===== config.mk =====
export PLATFORM = sky130hd
export DESIGN_NAME = mt9v032_capture_ctrl_flat
export DESIGN_NICKNAME = d
export VERILOG_FILES = /design/src/rtl/mt9v032_pkg.sv /design/src/rtl/mt9v032_capture_ctrl_if.sv /design/src/rtl/mt9v032_geom_counter.sv /design/src/rtl/mt9v032_capture_ctrl.sv /design/src/flat_wrapper.sv
export SDC_FILE = /design/constraint.sdc
export NUM_CORES = 1
export LEC_CHECK = 0
export CORE_MARGIN = 2
export CORE_UTILIZATION = 49
export CTS_BUF_LIST = sky130_fd_sc_hd__clkbuf_2 sky130_fd_sc_hd__clkbuf_4 sky130_fd_sc_hd__clkbuf_8
export DETAILED_ROUTE_END_ITERATION = 10
export HOLD_SLACK_MARGIN = 0.05
export PLACE_DENSITY = 0.81
export SLEW_MARGIN = 20
export SYNTH_ARGS = -nofsm -noshare
export SYNTH_HDL_FRONTEND = slang
export SYNTH_SLANG_ARGS = --single-unit

===== constraint.sdc =====
create_clock -name clk -period 1.9 [get_ports clk]
set_input_delay 0.38 -clock clk [delete_from_list [all_inputs] [get_ports clk]]
set_output_delay 0.38 -clock clk [all_outputs]
set_load 0.1 [all_outputs]

===== src/rtl/mt9v032_pkg.sv =====
// Shared types and default geometry for the MT9V032 capture path.
package mt9v032_pkg;

    typedef enum logic [2:0] {
        IDLE,
        SYNC,
        WAIT_SOF,
        CAP,
        DONE
    } cap_state_e;

    localparam int DEF_WIDTH  = 752;
    localparam int DEF_HEIGHT = 480;

endpackage


===== src/rtl/mt9v032_capture_ctrl_if.sv =====
// Framed pixel stream from the capture sequencer into the downstream FIFO.
interface mt9v032_capture_ctrl_if #(
    parameter int PX_BITS = 10
);
    logic               out_valid;
    logic               out_ready;
    logic [PX_BITS-1:0] out_data;
    logic               out_sof;
    logic               out_eol;

    modport master (output out_valid, out_data, out_sof, out_eol, input out_ready);
    modport slave  (input out_valid, out_data, out_sof, out_eol, output out_ready);
endinterface


===== src/rtl/mt9v032_geom_counter.sv =====
// Pixel/line position counters with the terminal compares used for framing and geometry checks.
module mt9v032_geom_counter #(
    parameter int WIDTH  = 752,
    parameter int HEIGHT = 480,
    parameter int CW     = 10,
    parameter int LW     = 9
) (
    input  logic clk,
    input  logic rst_n,
    input  logic px_active,
    input  logic lv_fall,
    input  logic line_clr,
    input  logic line_en,
    output logic in_geom,
    output logic sof,
    output logic eol,
    output logic line_ok,
    output logic frame_ok
);
    localparam logic [CW-1:0] W_C  = CW'(WIDTH);
    localparam logic [CW-1:0] W_M1 = CW'(WIDTH - 1);
    localparam logic [LW-1:0] H_C  = LW'(HEIGHT);

    logic [CW-1:0] pix_cnt;
    logic [LW-1:0] line_cnt;
    logic [LW-1:0] line_nxt;
    logic          line_inc;

    // Counters saturate so an over-long line/frame never wraps back into geometry.
    assign line_inc = line_en && lv_fall && (line_cnt != '1);
    assign line_nxt = line_inc ? line_cnt + 1'b1 : line_cnt;

    always_ff @(posedge clk) begin
        if (!rst_n) begin
            pix_cnt  <= '0;
            line_cnt <= '0;
        end else begin
            if (lv_fall)
                pix_cnt <= '0;
            else if (px_active && (pix_cnt != '1))
                pix_cnt <= pix_cnt + 1'b1;

            if (line_clr)
                line_cnt <= '0;
            else
                line_cnt <= line_nxt;
        end
    end

    assign in_geom  = (pix_cnt < W_C) && (line_cnt < H_C);
    assign sof      = (pix_cnt == '0) && (line_cnt == '0);
    assign eol      = (pix_cnt == W_M1);
    assign line_ok  = (pix_cnt == W_C);
    // Frame check sees a line closed in the same cycle as the frame end.
    assign frame_ok = (line_nxt == H_C);
endmodule


===== src/rtl/mt9v032_capture_ctrl.sv =====
// Frame-aligned capture sequencer: arms on command, checks geometry, emits sof/eol-framed pixels.
module mt9v032_capture_ctrl
    import mt9v032_pkg::*;
#(
    parameter int PX_BITS = 10,
    parameter int WIDTH   = DEF_WIDTH,
    parameter int HEIGHT  = DEF_HEIGHT,
    parameter int CW      = 10,
    parameter int LW      = 9
) (
    input  logic                  clk,
    input  logic                  rst_n,
    input  logic                  cmd_start,
    input  logic                  cmd_continuous,
    input  logic                  cmd_abort,
    input  logic [PX_BITS-1:0]    in_px,
    input  logic                  in_line_valid,
    input  logic                  in_frame_valid,
    mt9v032_capture_ctrl_if.master out_if,
    output logic                  busy,
    output logic                  done,
    output logic                  err_width,
    output logic                  err_height,
    output logic                  err_overflow,
    output logic [15:0]           frame_count
);
    cap_state_e state, state_nxt;

    logic               fv_q, lv_q, fv_qq, lv_qq;
    logic [PX_BITS-1:0] px_q;
    logic               cont_q;
    logic               fv_rise, fv_fall, lv_fall, px_active;
    logic               in_cap, line_clr, arm;
    logic               in_geom, sof, eol, line_ok, frame_ok;
    logic               take, drop_ovf;

    assign fv_rise   = fv_q & ~fv_qq;
    assign fv_fall   = ~fv_q & fv_qq;
    assign lv_fall   = ~lv_q & lv_qq;
    assign px_active = fv_q & lv_q;

    // Abort gates capture in its own cycle so nothing leaks out after it.
    assign in_cap   = (state == CAP) && !cmd_abort;
    assign line_clr = (state == WAIT_SOF) && fv_rise && !cmd_abort;
    assign arm      = (state == IDLE) && cmd_start && !cmd_abort;
    assign take     = in_cap && px_active && in_geom && out_if.out_ready;
    assign drop_ovf = in_cap && px_active && in_geom && !out_if.out_ready;

    mt9v032_geom_counter #(
        .WIDTH  (WIDTH),
        .HEIGHT (HEIGHT),
        .CW     (CW),
        .LW     (LW)
    ) u_geom (
        .clk      (clk),
        .rst_n    (rst_n),
        .px_active(px_active),
        .lv_fall  (lv_fall),
        .line_clr (line_clr),
        .line_en  (in_cap),
        .in_geom  (in_geom),
        .sof      (sof),
        .eol      (eol),
        .line_ok  (line_ok),
        .frame_ok (frame_ok)
    );

    always_ff @(posedge clk) begin
        if (!rst_n)
            state <= IDLE;
        else
            state <= state_nxt;
    end

    always_comb begin
        state_nxt = state;
        case (state)
            IDLE:     if (cmd_start) state_nxt = SYNC;
            SYNC:     if (!fv_q)     state_nxt = WAIT_SOF;
            WAIT_SOF: if (fv_rise)   state_nxt = CAP;
            CAP:      if (fv_fall)   state_nxt = DONE;
            DONE:     state_nxt = cont_q ? WAIT_SOF : IDLE;
            default:  state_nxt = IDLE;
        endcase
        if (cmd_abort)
            state_nxt = IDLE;
    end

    always_comb begin
        busy = (state != IDLE);
        done = (state == DONE);
    end

    always_ff @(posedge clk) begin
        if (!rst_n) begin
            fv_q             <= 1'b0;
            lv_q             <= 1'b0;
            fv_qq            <= 1'b0;
            lv_qq            <= 1'b0;
            px_q             <= '0;
            cont_q           <= 1'b0;
            err_width        <= 1'b0;
            err_height       <= 1'b0;
            err_overflow     <= 1'b0;
            frame_count      <= '0;
            out_if.out_valid <= 1'b0;
            out_if.out_data  <= '0;
            out_if.out_sof   <= 1'b0;
            out_if.out_eol   <= 1'b0;
        end else begin
            fv_q  <= in_frame_valid;
            lv_q  <= in_line_valid;
            px_q  <= in_px;
            fv_qq <= fv_q;
            lv_qq <= lv_q;

            out_if.out_valid <= take;
            out_if.out_data  <= take ? px_q : '0;
            out_if.out_sof   <= take && sof;
            out_if.out_eol   <= take && eol;

            if (arm) begin
                cont_q       <= cmd_continuous;
                err_width    <= 1'b0;
                err_height   <= 1'b0;
                err_overflow <= 1'b0;
            end else begin
                if (in_cap && lv_fall && !line_ok)
                    err_width <= 1'b1;
                if (in_cap && fv_fall && !frame_ok)
                    err_height <= 1'b1;
                if (drop_ovf)
                    err_overflow <= 1'b1;
            end

            if (state == DONE)
                frame_count <= frame_count + 16'd1;
        end
    end
endmodule

===== src/flat_wrapper.sv =====
// flat-port wrapper written by rule: the top's interface ports become plain ports
module mt9v032_capture_ctrl_flat import mt9v032_pkg::*;
#(
    parameter int PX_BITS = 10,
    parameter int WIDTH   = DEF_WIDTH,
    parameter int HEIGHT  = DEF_HEIGHT,
    parameter int CW      = 10,
    parameter int LW      = 9
)
  (clk, rst_n, cmd_start, cmd_continuous, cmd_abort, in_px, in_line_valid, in_frame_valid, busy, done, err_width, err_height, err_overflow, frame_count, out_if_out_valid, out_if_out_data, out_if_out_sof, out_if_out_eol, out_if_out_ready);
  mt9v032_capture_ctrl_if #(.PX_BITS(PX_BITS)) out_if_i ();
  input  logic clk;
  input  logic rst_n;
  input  logic cmd_start;
  input  logic cmd_continuous;
  input  logic cmd_abort;
  input  logic [PX_BITS-1:0] in_px;
  input  logic in_line_valid;
  input  logic in_frame_valid;
  output logic busy;
  output logic done;
  output logic err_width;
  output logic err_height;
  output logic err_overflow;
  output logic [15:0] frame_count;
  output wire logic [$bits(out_if_i.out_valid)-1:0] out_if_out_valid;
  output wire logic [$bits(out_if_i.out_data)-1:0] out_if_out_data;
  output wire logic [$bits(out_if_i.out_sof)-1:0] out_if_out_sof;
  output wire logic [$bits(out_if_i.out_eol)-1:0] out_if_out_eol;
  input wire logic [$bits(out_if_i.out_ready)-1:0] out_if_out_ready;
  assign out_if_out_valid = out_if_i.out_valid;
  assign out_if_out_data = out_if_i.out_data;
  assign out_if_out_sof = out_if_i.out_sof;
  assign out_if_out_eol = out_if_i.out_eol;
  assign out_if_i.out_ready = out_if_out_ready;
  mt9v032_capture_ctrl #(.PX_BITS(PX_BITS), .WIDTH(WIDTH), .HEIGHT(HEIGHT), .CW(CW), .LW(LW)) u_core (.clk(clk), .rst_n(rst_n), .cmd_start(cmd_start), .cmd_continuous(cmd_continuous), .cmd_abort(cmd_abort), .in_px(in_px), .in_line_valid(in_line_valid), .in_frame_valid(in_frame_valid), .out_if(out_if_i), .busy(busy), .done(done), .err_width(err_width), .err_height(err_height), .err_overflow(err_overflow), .frame_count(frame_count));
endmodule

==> impl_metrics.xml <==
<?xml version="1.0" encoding="UTF-8"?>
<metrics>
  <group name="status">
    <metric name="run_status" unit="">complete, no violations</metric>
  </group>
  <group name="power">
    <metric name="power_frac_seq" unit="">0.547</metric>
    <metric name="cellPowerDensity" unit="nW/um^2">671</metric>
    <metric name="power.switching_fraction" unit="">0.250</metric>
    <metric name="power_frac_comb" unit="">0.047</metric>
    <metric name="power.static_leakage" unit="nW">1.61</metric>
    <metric name="switching_power" unit="W">0.000675</metric>
    <metric name="worst_supply_voltage_drop_on_vdd" unit="uV">345</metric>
    <metric name="p_int" unit="W">0.00202</metric>
    <metric name="share_clk_of_total_power" unit="">0.406</metric>
  </group>
  <group name="cts">
    <metric name="clkSlewWorstSetupHoldPaths" unit="ns">0.08</metric>
    <metric name="cts.sinks" unit="">69</metric>
    <metric name="cts_hold_repair.buffers" unit="">0</metric>
    <metric name="root_buffer" unit="">clkbuf_8</metric>
    <metric name="worstSkewPairLatency" unit="ns">0.35</metric>
    <metric name="clockBufferDepth" unit="">2</metric>
    <metric name="tritoncts" unit="">done</metric>
    <metric name="h-tree-depth" unit="">3</metric>
    <metric name="cts_made_buffers" unit="">9</metric>
  </group>
  <group name="synth">
    <metric name="ys_ff_latch" unit="">69</metric>
    <metric name="number_of_enable_flip_flop_cells_after_synthesis" unit="">0</metric>
    <metric name="ys_types" unit="">47</metric>
    <metric name="synth-seq-area-share" unit="">0.466</metric>
    <metric name="synth-main-ff-cell" unit="">dfxtp_1</metric>
    <metric name="synthTopCellsByArea" unit="">dfxtp_1, and2_1, xnor2_1</metric>
    <metric name="synthDominantAreaCellType" unit="">dfxtp_1</metric>
    <metric name="synth-async-reset-ratio" unit="">0</metric>
    <metric name="synth-warning-count" unit="">0</metric>
    <metric name="yosys.area.top_type_share" unit="">0.466</metric>
    <metric name="syn_inst" unit="">315</metric>
    <metric name="average_size_of_a_mapped_cell" unit="sq um">9.41</metric>
    <metric name="postSynthNetCount" unit="">339</metric>
    <metric name="syn_area" unit="sq um">2970</metric>
  </group>
  <group name="drt">
    <metric name="wl_per_cell" unit="um">13.5</metric>
    <metric name="count_of_nets_left_with_antenna_violations_after_detail_routing" unit="">0</metric>
    <metric name="initialDrtViolationCount" unit="">59</metric>
    <metric name="detailedRoute.firstPassIterationCount" unit="">4</metric>
    <metric name="detail_route.wirelength" unit="um">6290</metric>
    <metric name="vias_per_cell" unit="">5.09</metric>
    <metric name="post-route-drc-count" unit="">0</metric>
    <metric name="route.vias.total" unit="">2378</metric>
  </group>
  <group name="hold_path">
    <metric name="worstHoldPathType" unit="">reg -&gt; reg</metric>
  </group>
  <group name="sta">
    <metric name="timing.final.max_slew_violations" unit="">0</metric>
    <metric name="setup_violations" unit="">0</metric>
    <metric name="min_period" unit="ns">1.86</metric>
    <metric name="setup_ws" unit="ns">0.0395</metric>
    <metric name="final-hold-violation-count" unit="">0</metric>
    <metric name="final.setup_skew" unit="ns">0.00893</metric>
    <metric name="worst_margin_slew" unit="ns">0.378</metric>
    <metric name="maxSlewHeadroom" unit="">0.748</metric>
    <metric name="fmax" unit="MHz">537</metric>
    <metric name="final_min_period_over_clock_period" unit="">0.979</metric>
    <metric name="setup_tns" unit="ns">0</metric>
  </group>
  <group name="floorplanning">
    <metric name="die_area" unit="sq um">6690</metric>
    <metric name="coreArea" unit="sq um">5890</metric>
    <metric name="placementRows" unit="">28</metric>
    <metric name="chipWidth" unit="um">81.8</metric>
    <metric name="num_io_pins" unit="">52</metric>
    <metric name="initial_utilization" unit="">0.504</metric>
    <metric name="die_h" unit="um">81.8</metric>
  </group>
  <group name="grt">
    <metric name="number_of_global_route_vias_before_repair" unit="">2204</metric>
    <metric name="antenna_found_initial" unit="">0</metric>
    <metric name="grtUsageTotal" unit="">0.202</metric>
    <metric name="grt_pass1_wl" unit="um">10100</metric>
    <metric name="global_route.overflow_total" unit="">0</metric>
    <metric name="grt_start_max_net_pins" unit="">27</metric>
  </group>
  <group name="finish">
    <metric name="mostFrequentLayoutCells" unit="">dfxtp_1, buf_4, and2_1</metric>
    <metric name="area.growth.synth_to_final" unit="%">35.5</metric>
    <metric name="layout-drive-gt1-share" unit="">0.281</metric>
    <metric name="design_area" unit="sq um">4020</metric>
    <metric name="antenna_cells_inserted" unit="">0</metric>
    <metric name="mostFrequentLayoutCell" unit="">dfxtp_1</metric>
    <metric name="fin_nets" unit="">411</metric>
  </group>
  <group name="setup_path">
    <metric name="timing.reg2reg.setup_slack" unit="ns">0.04</metric>
    <metric name="worstSetupPathType" unit="">reg -&gt; reg</metric>
    <metric name="crit_arrival" unit="ns">2.10</metric>
    <metric name="startpoint_type" unit="">flop</metric>
    <metric name="critical_path_required" unit="ns">2.14</metric>
    <metric name="worst-path-max-fanout" unit="">6</metric>
    <metric name="critical_path.endpoint_type" unit="">flop</metric>
  </group>
  <group name="place">
    <metric name="port_buffers" unit="">51</metric>
    <metric name="detailedPlace.worstSlack" unit="ns">-0.231</metric>
    <metric name="dpl.hpwl" unit="um">4570</metric>
    <metric name="gp_routability_congestion" unit="">0.930</metric>
    <metric name="post_dp_cell_area" unit="sq um">3790</metric>
  </group>
  <group name="flow_run">
    <metric name="maxCapViolations" unit="">0</metric>
  </group>
</metrics>
layer usage:
layer | global-route usage | wire, um | up-vias
li1 | - | - | 1200
met1 | 0.242 | 2820 | 1104
met2 | 0.334 | 2980 | 61
met3 | 0.0429 | 317 | 13
met4 | 0.115 | 170 | 0
met5 | 0 | 0 | -
worst paths after layout:
check / startpoint / endpoint / depth (start not counted)
hold / removal: u_core.px_q[7]$_SDFF_PN0_ / u_core.out_if.out_data[7]$_SDFF_PN0_ / 1
hold reg to reg: u_core.px_q[7]$_SDFF_PN0_ / u_core.out_if.out_data[7]$_SDFF_PN0_ / 1
setup / recovery: u_core.u_geom.line_cnt[0]$_SDFF_PP0_ / u_core.err_height$_SDFFE_PP0P_ / 10
setup reg to reg: u_core.u_geom.line_cnt[0]$_SDFF_PP0_ / u_core.err_height$_SDFFE_PP0P_ / 10
synthesized netlist by cell type (2+ instances only):
cell type and instances:
a21boi_1 2, a21oi_1 5, a31oi_1 4, a41oi_1 2
and2_1 42, and3_1 4, and4b_1 2, and4bb_2 2
buf_2 3, buf_4 2, clkbuf_1 7, dfxtp_1 69
ha_1 6, inv_1 10, mux2i_1 2, nand2_1 22
nand2b_1 4, nand3_1 10, nand4_1 8, nor2_1 32
nor2b_1 5, nor3_1 5, nor3b_1 4, nor4_1 3
nor4_2 4, nor4b_1 2, nor4b_2 2, o21ai_0 3
or3_1 3, xnor2_1 18, xor2_1 12
state kept, by name, summed over array words and instances (netlist names):
| name | count |
|---|---|
| u_core.cont_q | 1 |
| u_core.err_height | 1 |
| u_core.err_overflow | 1 |
| u_core.err_width | 1 |
| u_core.frame_count | 16 |
| u_core.fv_q | 1 |
| u_core.fv_qq | 1 |
| u_core.lv_q | 1 |
| u_core.lv_qq | 1 |
| u_core.out_if.out_data | 10 |
| u_core.out_if.out_eol | 1 |
| u_core.out_if.out_sof | 1 |
| u_core.out_if.out_valid | 1 |
| u_core.px_q | 10 |
| u_core.state | 3 |
| u_core.u_geom.line_cnt | 9 |
| u_core.u_geom.pix_cnt | 10 |
cell type report:
type,count,area (sq um)
Clock buffer,9,124
Clock inverter,7,53.8
Fill cell,471,1870
Inverter,10,37.5
Multi-Input combinational cell,222,1530
Sequential cell,69,1400
Tap cell,75,93.8
Timing Repair Buffer,75,781
power by group through the flow:
stage	Clock (W)	Sequential, W	Combinational, W
floorplan	0	0.00150	0.0000717
global placement	0	0.00151	0.000125
detailed placement	0	0.00151	0.000127
CTS	0.00113	0.00148	0.000128
global route	0.00118	0.00148	0.000139
finish	0.00110	0.00148	0.000126
kinds of logic (layout without fill, tap and decap cells):
| group | count (synthesis) | count (layout) | synth area share |
|---|---|---|---|
| buffers and inverters | 24 | 101 | 0.0367 |
| XOR/XNOR | 30 | 30 | 0.0886 |
| AND/OR/NAND/NOR | 160 | 160 | 0.319 |
| AO/OA/AOI/OAI | 24 | 24 | 0.0574 |
| multiplexers | 2 | 2 | 0.00675 |
| adder cells (fa/ha/maj) | 6 | 6 | 0.0253 |
| flip-flops | 69 | 69 | 0.466 |
through the flow:
stage	hold WS, ns	std cells	total power (W)	util
after global placement	0.410	450	0.00163	0.645
after floorplan	0.406	315	0.00157	-
final	0.431	467	0.00270	0.683
after CTS	0.434	466	0.00273	0.677
after global routing	0.447	467	0.00279	0.683
after detailed placement	0.412	450	0.00164	0.645
worst max-delay path, stage by stage (launching register included):
cell	delay [ns]
dfxtp_2	0.36
ha_4	0.14
nand2_2	0.08
nor3_4	0.19
ha_2	0.19
nor3b_2	0.05
and2_4	0.16
buf_4	0.15
nand2_2	0.08
a31oi_1	0.10
o31a_1	0.24
what timing repair did:
| action | in CTS | in global routing |
|---|---|---|
| endpoints found under the hold margin | 0 | 0 |
| endpoints found under the setup margin | 1 | 1 |
| pin swaps | 0 | 3 |
| buffers inserted | 0 | 1 |
| resized for setup | 3 | 7 |
Note: power is estimated with default switching activity, not from simulation.
